==> src/rtl/axis_pkt_gen_if.sv <==
// rtl/axis_pkt_gen_if.sv - meta stream bundle between a packet source and its sink
interface axis_pkt_gen_if #(
  parameter int DATA_W = 128,
  parameter int ID_W   = 4,
  parameter int DEST_W = 4
);
  localparam int KEEP_W = DATA_W / 8;

  logic [DATA_W-1:0] data;
  logic [KEEP_W-1:0] keep;
  logic              vld;
  logic [ID_W-1:0]   tid;
  logic [DEST_W-1:0] tdt;
  logic              sop;
  logic              eop;
  logic              rdy;

  modport master (output data, keep, vld, tid, tdt, sop, eop, input rdy);
  modport slave  (input data, keep, vld, tid, tdt, sop, eop, output rdy);
endinterface

==> src/rtl/axis_pkt_gen.sv <==
// rtl/axis_pkt_gen.sv - command-driven meta stream packet source with seeded byte ramp
module axis_pkt_gen #(
  parameter int DATA_W = 128,
  parameter int KEEP_W = DATA_W / 8,
  parameter int ID_W   = 4,
  parameter int DEST_W = 4,
  parameter int LEN_W  = 16,
  parameter int CNT_W  = 32
) (
  input  logic              clk,
  input  logic              rst,
  input  logic              cmd_vld,
  output logic              cmd_rdy,
  input  logic [LEN_W-1:0]  cmd_len,
  input  logic [ID_W-1:0]   cmd_tid,
  input  logic [DEST_W-1:0] cmd_tdt,
  input  logic [7:0]        cmd_seed,
  axis_pkt_gen_if.master    tx_meta,
  output logic              busy,
  output logic [CNT_W-1:0]  pkt_cnt,
  output logic              err_zero_len
);

  typedef enum logic {IDLE, SEND} state_t;

  state_t            state;
  logic [LEN_W-1:0]  beat;
  logic [LEN_W-1:0]  last_beat;
  logic [KEEP_W-1:0] last_keep;
  logic [7:0]        base;

  logic [LEN_W-1:0]  cmd_last;
  logic [LEN_W-1:0]  cmd_rem;
  logic [KEEP_W-1:0] cmd_keep;
  logic [KEEP_W-1:0] first_keep;
  logic [LEN_W-1:0]  nxt_beat;
  logic [KEEP_W-1:0] nxt_keep;
  logic [7:0]        nxt_base;

  // Lane j of a beat carries base+j where enabled, zero past the packet end.
  function automatic logic [DATA_W-1:0] fill(input logic [7:0] b, input logic [KEEP_W-1:0] kp);
    logic [DATA_W-1:0] d;
    d = '0;
    for (int j = 0; j < KEEP_W; j++) begin
      if (kp[j]) d[8*j +: 8] = b + 8'(j);
    end
    return d;
  endfunction

  always_comb begin
    cmd_last = (cmd_len - LEN_W'(1)) / LEN_W'(KEEP_W);
    cmd_rem  = cmd_len % LEN_W'(KEEP_W);
    cmd_keep = '0;
    for (int j = 0; j < KEEP_W; j++) begin
      cmd_keep[j] = (cmd_rem == '0) || (LEN_W'(j) < cmd_rem);
    end
    first_keep = (cmd_last == '0) ? cmd_keep : '1;
    nxt_beat   = beat + LEN_W'(1);
    nxt_keep   = (nxt_beat == last_beat) ? last_keep : '1;
    nxt_base   = base + 8'(KEEP_W);
  end

  always_ff @(posedge clk or posedge rst) begin
    if (rst) begin
      state        <= IDLE;
      cmd_rdy      <= 1'b0;
      busy         <= 1'b0;
      pkt_cnt      <= '0;
      err_zero_len <= 1'b0;
      beat         <= '0;
      last_beat    <= '0;
      last_keep    <= '0;
      base         <= '0;
      tx_meta.data <= '0;
      tx_meta.keep <= '0;
      tx_meta.vld  <= 1'b0;
      tx_meta.tid  <= '0;
      tx_meta.tdt  <= '0;
      tx_meta.sop  <= 1'b0;
      tx_meta.eop  <= 1'b0;
    end else begin
      err_zero_len <= 1'b0;
      case (state)
        IDLE: begin
          cmd_rdy <= 1'b1;
          if (cmd_rdy && cmd_vld) begin
            if (cmd_len == '0) begin
              err_zero_len <= 1'b1;
            end else begin
              state        <= SEND;
              cmd_rdy      <= 1'b0;
              busy         <= 1'b1;
              beat         <= '0;
              last_beat    <= cmd_last;
              last_keep    <= cmd_keep;
              base         <= cmd_seed;
              tx_meta.vld  <= 1'b1;
              tx_meta.sop  <= 1'b1;
              tx_meta.eop  <= (cmd_last == '0);
              tx_meta.tid  <= cmd_tid;
              tx_meta.tdt  <= cmd_tdt;
              tx_meta.keep <= first_keep;
              tx_meta.data <= fill(cmd_seed, first_keep);
            end
          end
        end
        SEND: begin
          if (tx_meta.vld && tx_meta.rdy) begin
            if (tx_meta.eop) begin
              state        <= IDLE;
              cmd_rdy      <= 1'b1;
              busy         <= 1'b0;
              pkt_cnt      <= pkt_cnt + CNT_W'(1);
              tx_meta.vld  <= 1'b0;
              tx_meta.sop  <= 1'b0;
              tx_meta.eop  <= 1'b0;
              tx_meta.tid  <= '0;
              tx_meta.tdt  <= '0;
              tx_meta.keep <= '0;
              tx_meta.data <= '0;
            end else begin
              beat         <= nxt_beat;
              base         <= nxt_base;
              tx_meta.sop  <= 1'b0;
              tx_meta.eop  <= (nxt_beat == last_beat);
              tx_meta.keep <= nxt_keep;
              tx_meta.data <= fill(nxt_base, nxt_keep);
            end
          end
        end
        default: state <= IDLE;
      endcase
    end
  end

endmodule

==> src/flat_wrapper.sv <==
// flat-port wrapper written by rule: the top's interface ports become plain ports
module axis_pkt_gen_flat 
#(
  parameter int DATA_W = 128,
  parameter int KEEP_W = DATA_W / 8,
  parameter int ID_W   = 4,
  parameter int DEST_W = 4,
  parameter int LEN_W  = 16,
  parameter int CNT_W  = 32
)
  (clk, rst, cmd_vld, cmd_rdy, cmd_len, cmd_tid, cmd_tdt, cmd_seed, busy, pkt_cnt, err_zero_len, tx_meta_data, tx_meta_keep, tx_meta_vld, tx_meta_tid, tx_meta_tdt, tx_meta_sop, tx_meta_eop, tx_meta_rdy);
  axis_pkt_gen_if #(.DATA_W(DATA_W), .ID_W(ID_W), .DEST_W(DEST_W)) tx_meta_i ();
  input  logic clk;
  input  logic rst;
  input  logic cmd_vld;
  output logic cmd_rdy;
  input  logic [LEN_W-1:0] cmd_len;
  input  logic [ID_W-1:0] cmd_tid;
  input  logic [DEST_W-1:0] cmd_tdt;
  input  logic [7:0] cmd_seed;
  output logic busy;
  output logic [CNT_W-1:0] pkt_cnt;
  output logic err_zero_len;
  output wire logic [$bits(tx_meta_i.data)-1:0] tx_meta_data;
  output wire logic [$bits(tx_meta_i.keep)-1:0] tx_meta_keep;
  output wire logic [$bits(tx_meta_i.vld)-1:0] tx_meta_vld;
  output wire logic [$bits(tx_meta_i.tid)-1:0] tx_meta_tid;
  output wire logic [$bits(tx_meta_i.tdt)-1:0] tx_meta_tdt;
  output wire logic [$bits(tx_meta_i.sop)-1:0] tx_meta_sop;
  output wire logic [$bits(tx_meta_i.eop)-1:0] tx_meta_eop;
  input wire logic [$bits(tx_meta_i.rdy)-1:0] tx_meta_rdy;
  assign tx_meta_data = tx_meta_i.data;
  assign tx_meta_keep = tx_meta_i.keep;
  assign tx_meta_vld = tx_meta_i.vld;
  assign tx_meta_tid = tx_meta_i.tid;
  assign tx_meta_tdt = tx_meta_i.tdt;
  assign tx_meta_sop = tx_meta_i.sop;
  assign tx_meta_eop = tx_meta_i.eop;
  assign tx_meta_i.rdy = tx_meta_rdy;
  axis_pkt_gen #(.DATA_W(DATA_W), .KEEP_W(KEEP_W), .ID_W(ID_W), .DEST_W(DEST_W), .LEN_W(LEN_W), .CNT_W(CNT_W)) u_core (.clk(clk), .rst(rst), .cmd_vld(cmd_vld), .cmd_rdy(cmd_rdy), .cmd_len(cmd_len), .cmd_tid(cmd_tid), .cmd_tdt(cmd_tdt), .cmd_seed(cmd_seed), .tx_meta(tx_meta_i), .busy(busy), .pkt_cnt(pkt_cnt), .err_zero_len(err_zero_len));
endmodule
==> config.mk <==
export PLATFORM = sky130hd
export DESIGN_NAME = axis_pkt_gen_flat
export DESIGN_NICKNAME = d
export VERILOG_FILES = /design/src/rtl/axis_pkt_gen_if.sv /design/src/rtl/axis_pkt_gen.sv /design/src/flat_wrapper.sv
export SDC_FILE = /design/constraint.sdc
export NUM_CORES = 1
export LEC_CHECK = 0
export ABC_AREA = 1
export CAP_MARGIN = 30
export CORE_ASPECT_RATIO = 0.75
export CORE_MARGIN = 8
export CORE_UTILIZATION = 56
export CTS_CLUSTER_SIZE = 12
export DETAILED_ROUTE_END_ITERATION = 7
export PLACE_DENSITY = 0.85
export SLEW_MARGIN = 10
export SYNTH_ARGS = -nofsm -noshare
export SYNTH_HDL_FRONTEND = slang
export SYNTH_SLANG_ARGS = --single-unit
==> constraint.sdc <==
create_clock -name clk -period 9.14 [get_ports clk]
set_input_delay 1.828 -clock clk [delete_from_list [all_inputs] [get_ports clk]]
set_output_delay 1.828 -clock clk [all_outputs]
set_load 0.05 [all_outputs]
==> results.md <==
Timing:
- The final hold violation count was 0.
- Clock skew on the completed layout was measured at between 0.015 and 0.02 ns.
- The final critical-path required period is 5.676 ns.
- The worst relative slew slack is 38.94%.
- Setup violations remaining at the end of the flow were counted as 0.
- Of the available clock period, the critical path in the final layout requires 62.10%.
- For the final routed database, the setup TNS stands at 0 ns.
- Setup repair after global routing left no endpoint under its margin.
- The number of max-slew violations in the final report is 0.
- The fmax is 176.2 MHz.
- The slew at the pin with the worst max-slew slack is 0.9150 ns.

Clock network:
- The count of buffers added by post-CTS timing repair for setup is 0.
- The cell at the root of the clock tree is sky130_fd_sc_hd__clkbuf_16.
- TritonCTS built the clock tree.
- In this run the number of H-tree levels came out at 1.
- The clock sink total is between 200 and 250.
- The hold buffer count at CTS is 0.
- Clock latency on the worst-skew pair, taken at its later pin, is 0.55 ns.
- The TritonCTS buffer count is 26.
- The maximum clock path buffer count is 3.
- After clock tree synthesis, the clock-pin slew on the worst setup and hold paths is 0.06 ns.
- Gates resized during post-CTS repair numbered 0.

Routing:
- Summing over every cut layer, the via total after detailed routing is 15250.
- After detailed routing, the number of vias per cell comes to slightly below 6.
- After detailed routing, the average wire length per cell comes to approximately 21 µm.
- The DRC violation count after routing is 0.
- The pre-antenna-repair detailed-routing pass consisted of 6 iterations.
- The overall routed net length is ~54 mm.
- The count of nets left with antenna violations once routing finished came out at 0.
- The first-iteration detailed-routing DRC count is 1797.

Finish:
- Cells with a size suffix above 1 make up 6.005% of the layout.
- The finished layout holds 2599 standard cells, fillers aside.
- The final cell utilization of the core is about 70%.
- The area overhead of the layout relative to synthesis is 21.73%.
- At the end of the flow, the number of nets in the layout was 2301.
- After filler insertion, the fill cell instance count of the layout stands at 2179.
- The total non-filler cell area in the finished layout is 0.01853 mm².
- The number of antenna diodes is 0.

Worst setup path:
- The signal on the critical path passes through clkdlybuf4s50_1, nor2_2, nand3_1, inv_1, nand3b_1, or2_1, nand2_2, nand2_8, inv_2, buf_4, a31oi_1, a21oi_1.
- By startpoint and endpoint, the worst setup path is classified as input port to register.
- STA classifies the critical path endpoint as a register.
- The flop-to-flop setup slack is 5.40 ns.
- The data required time of the critical path is about 9.6 ns.
- The type of origin of the critical path is an input port.
- For the worst setup path, the data arrival time is 6.14 ns.
- The delay contributed by the slowest stage of the critical path is 0.76 ns.
- The cell with the largest stage delay on the worst path is sky130_fd_sc_hd__inv_2.
- The critical-path maximum fanout is 99.

Die:
- In this run the core area contains 52 standard-cell rows.
- The number of primary I/O pins is approximately 230.
- The die footprint is 0.03278 mm².
- For this configuration, the core starts out at a cell density of 56.66%.
- The die height is 158.8 µm.
- The die outline width is 206.4 µm.
- In this run the standard cell core region covers 0.02687 mm².

Global routing:
- Across every metal layer, demand over resource in global routing totals 32.42%.
- Global routing finished with a remaining overflow of 0.
- The first global-routing pass estimated 84.44 mm of wire.
- The number of global-route vias before repair was approximately 15000.
- The number of antenna violations at the first check in global routing is 1.
- Entering global routing, the biggest net connects around 110 pins.

Pwr:
- For this design the static power due to leakage is 9.032 nW.
- Across the VDD grid, the largest voltage drop is 0.0002189 V.
- Total power for the finished layout comes to 0.007478 W.
- Power spread over the standard cell area amounts to roughly 400 mW/mm².

Synthesis:
- By area the synthesized netlist is led by sky130_fd_sc_hd__dfrtp_1 40%, sky130_fd_sc_hd__nand2_1 14%, sky130_fd_sc_hd__nand3_1 6.8%.
- The proportion of synthesized flip-flops having asynchronous set or reset is 100.0%.
- The number of enable flip-flop cells after synthesis is 0.
- The biggest area contributor in the post-synthesis netlist is sky130_fd_sc_hd__dfrtp_1.
- The warning count from the yosys run is 0.
- The share of Yosys cell area claimed by the top area cell type is 39.77%.
- The proportion of synthesized chip area in sequential cells is 39.77%.
- The number of library cell types mapped by synthesis is 45.
- The post-synthesis cell area is 0.01523 mm².
- Synthesis produced a netlist with a net count of 2120.
- The predominant post-synthesis flop cell is sky130_fd_sc_hd__dfrtp_1.
- The flip-flop and latch count after synthesis is 242.
- The mean instance size in the synthesized netlist is around 7.4 µm².
- Synthesis produced 2054 cells.

Place:
- The total placed cells including tap cells is 2553.
- Routability-driven placement finished with a final weighted congestion of 1.033.
- Detailed placement finished with a half-perimeter wire length of slightly below 40 mm.
- The number of buffers inserted by port buffering is 225.
- The cell area reported after detailed placement is 0.01762 mm².

Status:
- The run finished with clean final reports.

Flow run:
- Across the run, the number of max-cap violations was 0.

Hold path:
- The path class of the tightest hold or removal check is register to register.
where the power goes:
group | switching, W | leakage [nW] | total (W) | internal (W)
clock | 0.000440 | 0.394 | 0.00102 | 0.000582
combinational | 0.00316 | 5.69 | 0.00457 | 0.00141
sequential | 0.000378 | 2.95 | 0.00188 | 0.00150
path summary, 6_finish.rpt:
| check | from | to | depth (start not counted) |
|---|---|---|---|
| worst max-delay path | cmd_len[3] | u_core.tx_meta.data[111]$_DFFE_PP0P_ | 12 |
| min in group asynchronous | rst | u_core.tx_meta.data[104]$_DFFE_PP0P_ | 2 |
| max in group asynchronous | rst | u_core.base[4]$_DFFE_PP0P_ | 3 |
| worst min register to register | u_core.tx_meta.data[99]$_DFFE_PP0P_ | u_core.tx_meta.data[99]$_DFFE_PP0P_ | 2 |
| worst max register to register | u_core.state$_DFF_PP0_ | u_core.tx_meta.data[111]$_DFFE_PP0P_ | 7 |
| worst min-delay path | u_core.tx_meta.data[99]$_DFFE_PP0P_ | u_core.tx_meta.data[99]$_DFFE_PP0P_ | 2 |
area by class of cell:
cell class / instances / area (µm²) / area share [%]
multi-input cells: 1521 / 8021 / 43.28
flip-flops and latches: 242 / 6056 / 32.67
repair buffers: 242 / 2452 / 13.23
clock buffers: 38 / 777.0 / 4.192
inverters: 202 / 765.7 / 4.132
well taps: 351 / 439.2 / 2.370
clock inverters: 3 / 22.52 / 0.1215
metrics by stage:
step,setup WS (ns),hold slack [ns]
after floorplan,0.6672,0.4231
after global placement,3.249,0.4348
after detailed placement,3.059,0.4610
after CTS,3.576,0.4759
after global routing,3.119,0.5044
final,3.464,0.4786
placed cells by master, fill, tap and decap left out, types with 6 or more instances in the layout:
master                            instances
sky130_fd_sc_hd__buf_4                   12
sky130_fd_sc_hd__nand3b_2                 6
sky130_fd_sc_hd__inv_1                  183
sky130_fd_sc_hd__xnor2_1                 25
sky130_fd_sc_hd__nand3_2                 15
sky130_fd_sc_hd__clkdlybuf4s50_1        225
sky130_fd_sc_hd__nand4_1                 21
sky130_fd_sc_hd__clkbuf_16               27
sky130_fd_sc_hd__nor3_1                  13
sky130_fd_sc_hd__nand3_1                206
sky130_fd_sc_hd__a21oi_1                112
sky130_fd_sc_hd__a22o_1                   9
sky130_fd_sc_hd__o22ai_1                  7
sky130_fd_sc_hd__ha_1                    30
sky130_fd_sc_hd__o21ai_0                 75
sky130_fd_sc_hd__nand2_1                580
sky130_fd_sc_hd__nor2_4                   6
sky130_fd_sc_hd__xor2_1                 114
sky130_fd_sc_hd__dfrtp_1                242
sky130_fd_sc_hd__clkbuf_8                 6
sky130_fd_sc_hd__a31oi_1                 18
sky130_fd_sc_hd__nor2_1                 184
sky130_fd_sc_hd__nor2_2                   9
sky130_fd_sc_hd__inv_2                   13
sky130_fd_sc_hd__nand4_2                  7
sky130_fd_sc_hd__nand3b_1                47
layer usage:
| metal | part of all wire, % | global-route usage, % | wire, µm | up-vias |
|---|---|---|---|---|
| li1 | - | - | - | 6948 |
| met1 | 42 | 46.35 | 22770 | 7210 |
| met2 | 42 | 47.53 | 23010 | 947 |
| met3 | 12 | 7.340 | 6551 | 139 |
| met4 | 3.8 | 11.49 | 2052 | 2 |
| met5 | 0.024 | 0 | 13 | - |
cells in the mapped netlist, types with 17 or more instances:
library cell / instances
sky130_fd_sc_hd__a21oi_1: 112
sky130_fd_sc_hd__a31oi_1: 18
sky130_fd_sc_hd__buf_2: 17
sky130_fd_sc_hd__clkbuf_1: 51
sky130_fd_sc_hd__dfrtp_1: 242
sky130_fd_sc_hd__ha_1: 30
sky130_fd_sc_hd__inv_1: 184
sky130_fd_sc_hd__nand2_1: 580
sky130_fd_sc_hd__nand3_1: 206
sky130_fd_sc_hd__nand3b_1: 47
sky130_fd_sc_hd__nand4_1: 21
sky130_fd_sc_hd__nor2_1: 185
sky130_fd_sc_hd__o21ai_0: 75
sky130_fd_sc_hd__xnor2_1: 25
sky130_fd_sc_hd__xor2_1: 114
flip-flops by register name (all words and copies together) (netlist names):
| name | count |
|---|---|
| u_core.tx_meta.tdt | 4 |
| u_core.state | 1 |
| u_core.tx_meta.keep | 16 |
| u_core.tx_meta.sop | 1 |
| u_core.err_zero_len | 1 |
| u_core.tx_meta.eop | 1 |
| u_core.base | 8 |
| u_core.cmd_rdy | 1 |
| u_core.beat | 16 |
| u_core.busy | 1 |
| u_core.tx_meta.data | 128 |
| u_core.tx_meta.tid | 4 |
| u_core.last_beat | 12 |
| u_core.pkt_cnt | 32 |
| u_core.last_keep | 16 |
cell families after synthesis:
logic type               after synthesis  share of synthesized area (%)
AO/OA/AOI/OAI                        232                          8.201
XOR/XNOR                             140                          8.103
adder cells (fa/ha/maj)               30                          2.465
buffers and inverters                291                          7.683
flip-flops                           242                          39.77
AND/OR/NAND/NOR                     1119                          33.77
worst max-delay path, delay by kind of cell:
kind	cells	cell delay, ns
simple gates	6	2.06
buf+inv	4	1.92
compound gates	2	0.25
Note: power is estimated with default switching activity, not from simulation.
